## config.mk

```make
export PLATFORM = sky130hd
export DESIGN_NAME = pwm_bank
export DESIGN_NICKNAME = d
export VERILOG_FILES = /design/src/rtl/pwm_defs_pkg.sv /design/src/rtl/pwm_chan.sv /design/src/rtl/pwm_bank.sv
export SDC_FILE = /design/constraint.sdc
export NUM_CORES = 1
export LEC_CHECK = 0
export BUFFER_PORTS_ARGS = -buffer_cell sky130_fd_sc_hd__buf_2
export CAP_MARGIN = 10
export CORE_MARGIN = 10
export CORE_UTILIZATION = 23
export CTS_CLUSTER_SIZE = 8
export DETAILED_ROUTE_END_ITERATION = 10
export HOLD_SLACK_MARGIN = 0.15
export PLACE_DENSITY = 0.47
export SYNTH_ARGS = -nofsm -noshare
export SYNTH_HDL_FRONTEND = slang
export SYNTH_SLANG_ARGS = --single-unit
```

## constraint.sdc

```tcl
create_clock -name clock -period 2.35 [get_ports clock]
set_clock_uncertainty 0.05 [all_clocks]
set_input_delay 0.47 -clock clock [delete_from_list [all_inputs] [get_ports clock]]
set_output_delay 0.47 -clock clock [all_outputs]
set_load 0.02 [all_outputs]
```

## src/rtl/pwm_defs_pkg.sv

```systemverilog
// Shared PWM definitions: output-generation mode encoding reused by PWM blocks.
package pwm_defs;

   typedef enum logic {
      MODE_SPREAD  = 1'b0,
      MODE_COMPARE = 1'b1
   } pwm_mode_e;

endpackage

```

## src/rtl/pwm_chan.sv

```systemverilog
// One PWM channel: double-buffered duty (shadow/active) and registered output.
module pwm_chan
   import pwm_defs::*;
#(
   parameter int WIDTH = 16
) (
   input  logic             clock,
   input  logic             rst_n,
   input  logic             wr_i,
   input  logic [WIDTH-1:0] duty_i,
   input  logic             load_i,
   input  logic             run_i,
   input  pwm_mode_e        mode_i,
   input  logic [WIDTH-1:0] cnt_i,
   output logic             pwm_o
);

   logic [WIDTH-1:0] shadow_q, shadow_d;
   logic [WIDTH-1:0] active_q, active_d;
   logic             pwm_q, pwm_d;
   logic             slot_bit;

   // NOTE: every always_comb output gets a default first so no latch is inferred.
   always_comb begin
      shadow_d = wr_i ? duty_i : shadow_q;
      // Loading from shadow_d lets a write on the load edge reach active directly.
      active_d = load_i ? shadow_d : active_q;

      // Last set bit scanned wins, i.e. the duty bit weighted like cnt's MSB slot.
      slot_bit = 1'b0;
      for (int b = 0; b < WIDTH; b++) begin
         if (cnt_i[b]) slot_bit = active_q[b];
      end

      pwm_d = 1'b0;
      if (run_i) begin
         pwm_d = (mode_i == MODE_COMPARE) ? (cnt_i < active_q) : slot_bit;
      end
   end

   // NOTE: sequential state uses non-blocking assignments only.
   always_ff @(posedge clock or negedge rst_n) begin
      if (!rst_n) begin
         shadow_q <= '0;
         active_q <= '0;
         pwm_q    <= 1'b0;
      end else begin
         shadow_q <= shadow_d;
         active_q <= active_d;
         pwm_q    <= pwm_d;
      end
   end

   assign pwm_o = pwm_q;

endmodule

```

## src/rtl/pwm_bank.sv

```systemverilog
// Bank of CHANNELS PWM outputs sharing one free-running counter, mode latch
// and period-start pulse.
module pwm_bank
   import pwm_defs::*;
#(
   parameter int  CHANNELS = 4,
   parameter int  WIDTH    = 16,
   localparam int CH_W     = (CHANNELS > 1) ? $clog2(CHANNELS) : 1
) (
   input  logic                clock,
   input  logic                rst_n,
   input  logic                enable,
   input  logic                mode,
   input  logic                wr_en,
   input  logic [CH_W-1:0]     wr_ch,
   input  logic [WIDTH-1:0]    wr_duty,
   output logic [CHANNELS-1:0] pwm_out,
   output logic                period_tick
);

   localparam logic [WIDTH-1:0] CNT_MAX = '1;

   logic [WIDTH-1:0] cnt_q, cnt_d;
   pwm_mode_e        mode_q, mode_d;
   logic             en_q;
   logic             tick_q, tick_d;
   logic             load;

   always_comb begin
      cnt_d  = enable ? cnt_q + WIDTH'(1) : '0;
      // Idle keeps active/mode tracking the shadow so a restart uses current values.
      load   = ~enable | (cnt_q == CNT_MAX);
      mode_d = load ? pwm_mode_e'(mode) : mode_q;
      tick_d = enable & ((cnt_q == CNT_MAX) | ~en_q);
   end

   always_ff @(posedge clock or negedge rst_n) begin
      if (!rst_n) begin
         cnt_q  <= '0;
         mode_q <= MODE_SPREAD;
         en_q   <= 1'b0;
         tick_q <= 1'b0;
      end else begin
         cnt_q  <= cnt_d;
         mode_q <= mode_d;
         en_q   <= enable;
         tick_q <= tick_d;
      end
   end

   assign period_tick = tick_q;

   for (genvar g = 0; g < CHANNELS; g++) begin : g_chan
      pwm_chan #(
         .WIDTH (WIDTH)
      ) u_chan (
         .clock  (clock),
         .rst_n  (rst_n),
         .wr_i   (wr_en && (wr_ch == CH_W'(g))),
         .duty_i (wr_duty),
         .load_i (load),
         .run_i  (enable),
         .mode_i (mode_q),
         .cnt_i  (cnt_q),
         .pwm_o  (pwm_out[g])
      );
   end

endmodule

```

==> results of run 1 <==
## cells by family (layout without fill, tap and decap cells)
kind of cell	count (synthesis)	in the layout	share of synthesized area
AO/OA/AOI/OAI	121	121	0.0976
XOR/XNOR	11	11	0.0117
adder cells (fa/ha/maj)	61	61	0.0929
buffers and inverters	96	156	0.0593
flip-flops	151	151	0.460
multiplexers	129	129	0.200
other	0	1	0
AND/OR/NAND/NOR	112	112	0.0788
## synth_stat cells (all sizes together), types with 2 or more instances
library cell    n
o21ai          19
o221ai          4
nor2b           7
buf            21
a21oi          35
o211ai          3
a22oi           3
nor2           16
nand3b          7
and4            2
nand2          20
xnor2           9
o22ai           3
a211oi          9
dfrtp         151
and3            2
or3             6
a21boi          5
xor2            2
and2           12
inv            64
nand3          14
clkbuf         11
ha             61
a221oi          4
nand4           7
nor4            2
o21a            2
a2111oi         3
nor3b           6
nand2b          4
a211o           5
mux2          129
a221o           2
nor3            2
or2             2
a21o           15
## metal layers
layer / vias to the layer above / part of all wire / GRT usage
li1: 2526 / - / -
met1: 2555 / 0.50 / 0.126
met2: 44 / 0.45 / 0.140
met3: 23 / 0.027 / 0.0230
met4: 4 / 0.018 / 0.0313
met5: - / 0.0016 / 0
## state kept, by name, summed over array words and instances (netlist names)
register and cells:
period_tick 1, cnt_q 16, g_chan.u_chan.shadow_q 64, mode_q 1, g_chan.u_chan.pwm_o 4, g_chan.u_chan.active_q 64, en_q 1
## cells in the final DEF, fill, tap and decap left out, types with 3 or more instances in the layout
cell        instances
a22oi_1             3
buf_12              8
nand4_1             5
a21oi_1            35
dfrtp_1           151
a211o_1             5
buf_2              26
inv_1              64
nor2_1             15
a21o_1             15
a211oi_1            9
ha_1               61
xnor2_1             9
and2_1             12
o221ai_1            4
clkinv_2            3
buf_4              24
mux2_4             50
or3_1               6
nand2_1            19
o211ai_1            3
nor2b_1             7
nand3b_1            7
o21ai_0            19
bufinv_16           3
a221oi_1            4
nor3b_1             5
clkbuf_16          17
clkinvlp_4          3
o22ai_1             3
a2111oi_0           3
nand2b_1            4
nand3_1            14
clkbuf_8            3
a21boi_0            5
mux2_2             79
## layout make-up
| cell class | instances | area, sq um | area share |
|---|---|---|---|
| inverters | 64 | 240 | 0.0249 |
| diodes | 1 | 2.50 | 0.000259 |
| repair buffers | 60 | 492 | 0.0509 |
| multi-input cells | 434 | 3960 | 0.410 |
| clock inverters | 11 | 145 | 0.0150 |
| flip-flops and latches | 151 | 3780 | 0.391 |
| clock buffers | 21 | 470 | 0.0487 |
| well taps | 461 | 577 | 0.0597 |
## power breakdown
group	total, mW	internal, mW	leakage, nW	switching (mW)
Sequential	3.40	3.08	1.82	0.313
Combinational	1.43	0.778	2.49	0.655
Clock	2.87	1.76	0.296	1.11
Total	7.70	5.62	4.61	2.08
## critical path: cells and delay by family (launching register included)
kind | cells | cell delay, ns
AO/OA/AOI/OAI | 5 | 1.30
adder cells (fa/ha/maj) | 1 | 0.26
buffers and inverters | 1 | 0.06
flip-flops | 1 | 0.40
## worst max-delay path by stage
stage	start	end	slack (ns)	depth (start not counted)
2_1_floorplan	cnt_q[5]	g_chan[0].u_chan.active_q[0]	0.39	8
3_3_place_gp	g_chan[0].u_chan.active_q[1]	g_chan[0].u_chan.pwm_o	0.27	7
3_5_place_dp	g_chan[0].u_chan.active_q[1]	g_chan[0].u_chan.pwm_o	0.25	7
4_1_cts	cnt_q[4]	g_chan[2].u_chan.pwm_o	0.22	7
5_1_grt	g_chan[0].u_chan.active_q[1]	g_chan[0].u_chan.pwm_o	0.11	7
6_report	g_chan[0].u_chan.active_q[1]	g_chan[0].u_chan.pwm_o	0.22	7
## what timing repair did
item,4_1_cts,5_1_grt
endpoints found under the hold margin,45,0
gates resized for setup,0,0
hold buffers,1,0
setup endpoints to repair,0,0
==> metrics, run 1 <==
# setup viols final=0; pwr dens=roughly 800 nW/um^2; setup bufs post-CTS=0; worst reg2reg startpoint=g_chan[0].u_chan.active_q[1]; r2r worst-path depth=7; Pins Over Slew Limit=0; CP cell instances=inv_1 > ha_1 > a21o_1 > a211oi_1 > o21bai_1 > a2111oi_0 > o211a_1; peak supply drop=0.000371 V; Mean Syn Cell Area=~12 sq um; CP Launch Type=flop; Req. time, crit path=2.66 ns; Hold Path Depth=2; dpl ws=approximately 0.25 ns; Synth Flop Type=dfrtp_1; CP peak stage delay=~0.55 ns; Die Ht=approximately 210 microns; Initial Utilization=0.232; Final Critical Period=approximately 2.1 ns; synth top area cells=dfrtp_1 46%, mux2_2 11%, ha_1 9.3%; Pwr Total=7.70 mW; largest net degree at the start of global routing=50; RD Place Congestion=0.806; WHS=0.237 ns; status=completed; detailed-router iteration count before antenna repair=4; Cells after Synth=between 600 and 700; fin cells=1203; DRC=0; Hold WC Path Type=in -> reg; ANT nets after route=0; vias per cell=4.28; Yosys cell types=57; root buffer cell=clkbuf_16; Sink Count=approximately 150; DP Area=9040 sq um; min-delay src=mode; final-layout fill cell count=3670; Worst Tran Pin Value=0.520 ns; share of the synthesized area in the top cell type=0.460; Hold Path Sink=mode_q; max cap viols=0; final instance area=~9700 sq um; Cells after DPL=about 1200; clk slew on worst S/H paths=0.06 ns; I/O Pins=28; Crit. End Element=flop; Synth async-reset ratio=1.00; detailed placement HPWL=14200 microns; CP Class=reg -> reg; initial antenna violation count=2; Setup TNS=0 ns; highest fanout seen on the critical path=3; vias=5152; final core occ=0.273; Syn-to-layout area delta=17.7%; syn nets=about 770; Worst R2R End=g_chan[0].u_chan.pwm_o; Syn. warnings=0; Worst Path Arrival=2.44 ns; unrepaired setup endpoints after global routing=false; GRT overflow=0; PortBufs=27; Die Width=209 microns; slew margin rel.=0.644; Yosys reg bits=151; mapped cell area=between 8000 and 9000 sq um; Wirelength per Cell=16.4 microns; layout cells sized above 1=0.306; fin nets=about 810; CTS tree=done; Tcrit/Tclk final=0.907; Final Hold Viols=0; Post-synth EDFFs=0; final wirelength=19700 microns; first-pass GRT wire length=about 32000 microns; number of placement rows=69; largest area contributor in the netlist=dfrtp_1; Detailed Route Iter0 Violations=342; Final WS setup=between 0.2 and 0.25 ns; Clock Tree Buf Depth=2; Global Route Usage Sum=0.0927; r2r setup slk=0.22 ns; H-tree depth=4; core area=~35000 sq um; register area share after synthesis=0.460; die area=43700 sq um; Clk Latency, worst-skew pair=0.42 ns; Slowest cell on crit path=a2111oi_0; vias in the first global route=~5400; fmax=0.469 GHz; TritonCTS Buffers=17; leakage=between 4 and 5 nW
No activity file was read; power rests on OpenSTA's default activity.
==> inputs of run 2 (changes only) <==
--- a/config.mk
+++ b/config.mk
@@ -5,6 +5,7 @@
 export SDC_FILE = /design/constraint.sdc
 export NUM_CORES = 1
 export LEC_CHECK = 0
+export ABC_AREA = 1
 export BUFFER_PORTS_ARGS = -buffer_cell sky130_fd_sc_hd__buf_2
 export CAP_MARGIN = 10
 export CORE_MARGIN = 10
==> metrics, run 2 <==
Global Route Usage Sum=0.103; Post-synth EDFFs=0; I/O Pins=28; final instance area=a little over 9000 sq um; slew margin rel.=0.616; largest net degree at the start of global routing=57; leakage=about 4.5 nW; initial antenna violation count=0; detailed placement HPWL=14500 microns; peak supply drop=0.000332 V; RD Place Congestion=0.821; die area=41300 sq um; PortBufs=27; Hold WC Path Type=in -> reg; Clk Latency, worst-skew pair=roughly 0.42 ns; Sink Count=approximately 150; Top Registers=g_chan.u_chan.active_q (64), g_chan.u_chan.shadow_q (64), cnt_q (16); Post-synth top cells=232 x nand2_1, 151 x dfrtp_1, 104 x inv_1; vias in the first global route=6219; Final Critical Period=~2.2 ns; final wirelength=approximately 20000 microns; Critical Path Most Common Cell=nor2_1; Syn. warnings=0; commonest non-fill, non-tap cells in the layout=232 x nand2_1, 151 x dfrtp_1, 104 x inv_1, 93 x o21ai_0, 73 x a21oi_1; Worst Tran Pin Value=0.576 ns; register area share after synthesis=0.490; part of the power in registers=0.416; most common cell in the netlist=nand2_1; max cap viols=0; Synth async-reset ratio=1.00; fin nets=between 1000 and 1500; Tcrit/Tclk final=0.943; pwr dens=805 nW/um^2; number of placement rows=67; ANT cells=0; Initial Utilization=0.232; Yosys cell types=32; vias=6034; status=completed; Syn-to-layout area delta=19.6%; setup bufs post-CTS=0; detailed-router iteration count before antenna repair=4; Psw=2.07 mW; Die Width=about 200 microns; Net Sw Frac=0.278; mapped cell area=7720 sq um; Cell Int Power=~5.4 mW; vias per cell=4.29; Wirelength per Cell=roughly 15 microns; TritonCTS Buffers=17; DRC=0; synth top area cells=dfrtp_1 49%, nand2_1 11%, ha_1 9.9%; Yosys reg bits=151; WP buf/inv=1; core area=about 33000 sq um; Crit. End Element=flop; highest fanout seen on the critical path=9; Final Hold Viols=0; unrepaired setup endpoints after global routing=true; CP Class=reg -> reg; share of the synthesized area in the top cell type=0.490; GRT overflow=0; clock share of power=0.427; fin cells=1405; commonest non-fill, non-tap cell in the layout=nand2_1; root buffer cell=clkbuf_16; DP Area=approximately 8500 sq um; H-tree depth=4; ANT nets after route=0; Detailed Route Iter0 Violations=385; Pins Over Slew Limit=0; WHS=0.201 ns; syn nets=988; first-pass GRT wire length=33900 microns; CP peak stage delay=0.51 ns; Synth Flop Type=dfrtp_1; Comb power frac=0.157; Clock Tree Buf Depth=2; Die Ht=203 microns; Mean Syn Cell Area=8.54 sq um; # setup viols final=0; Slowest cell on crit path=dfrtp_1; Worst Path Arrival=approximately 2.5 ns; Cells after DPL=about 1400; CP Launch Type=flop; CP delay by family, top=compound AO/OA/AOI/OAI gates; fmax=0.451 GHz; Cells after Synth=around 900; largest area contributor in the netlist=dfrtp_1; layout cells sized above 1=0.120; CP cell instances=ha_1 > nand2_1 > o21ai_0 > nor2_1 > o221ai_1 > buf_4 > nand4_1 > a21oi_1 > nor2_1; clk slew on worst S/H paths=~0.070 ns; CTS tree=done; Req. time, crit path=2.62 ns
[run 2: cell types whose count changed after synthesis, moves of 15 or more]
cell,change
inv_1,+40
nand3_1,+20
o21ai_1,+53
a21oi_1,+41
o21ai_0,+75
mux2_2,-79
a21o_1,-15
nand2_1,+213
mux2_4,-50
[run 2: cell families (layout without fill, tap and decap cells)]
kind of cell / after synthesis / count (layout) / synth area share
buf+inv: 149 / 202 / 0.0854
simple gates: 304 / 304 / 0.164
compound gates: 239 / 239 / 0.162
fa+ha+maj: 61 / 61 / 0.0989
flops: 151 / 151 / 0.490
[run 2: final cells by class]
class,instances,area [sq um]
fillers,3562,24100
flip-flops and latches,151,3780
multi-input cells,604,3310
well taps,448,561
repair buffers,62,494
clock buffers,20,467
inverters,108,405
clock inverters,12,214
[run 2: worst register-to-register path: cells and delay by family, from the launching register on]
family,cells,cell delay [ns]
AOI/OAI and AO/OA,3,0.67
DFF,1,0.51
adders and majority gates,1,0.38
and+or+nand+nor,4,0.35
buffers and inverters,1,0.16
[run 2: per-layer routing]
metal | GRT usage | part of all wire | vias to the layer above
met1 | 0.138 | 0.49 | 2883
met4 | 0.0336 | 0.014 | 0
li1 | - | - | 3063
met3 | 0.0181 | 0.028 | 23
met5 | 0 | 0 | -
met2 | 0.165 | 0.47 | 65
[run 2: power by group through the flow]
stage | clock network, mW | logic (mW) | registers (mW)
after floorplan | 0 | 0.796 | 3.11
after global placement | 0 | 1.16 | 3.14
after detailed placement | 0 | 1.18 | 3.14
after CTS | 3.24 | 1.19 | 3.09
after global routing | 3.34 | 1.37 | 3.14
final | 3.17 | 1.17 | 3.09
[run 2: worst paths after layout]
kind | start | to | slack [ns] | cells after the start
max | cnt_q[6] | g_chan[2].u_chan.pwm_o | 0.13 | 9
min | mode | mode_q | 0.20 | 3
max reg2reg | cnt_q[6] | g_chan[2].u_chan.pwm_o | 0.13 | 9
min reg2reg | en_q | period_tick | 0.40 | 1
max in group asynchronous | rst_n | cnt_q[10] | 1.05 | 3
min in group asynchronous | rst_n | g_chan[3].u_chan.shadow_q[0] | 0.53 | 2
[run 2: stage by stage]
stage                     setup TNS (ns)  total power, mW  worst slack, ns   util
after CTS                              0             7.53           0.0275  0.277
after floorplan                        0             3.90            0.346      -
after global placement           -0.0132             4.30          -0.0132  0.256
final                                  0             7.43            0.133  0.277
after detailed placement        -0.00659             4.32         -0.00659  0.256
after global routing            -0.00297             7.85         -0.00297  0.277
[run 2: timing repair]
action                                 CTS  global route
hold buffers                             1             0
pin swaps                                0             2
setup endpoints to repair                1             5
endpoints found under the hold margin   53             0
resized for setup                        1             7
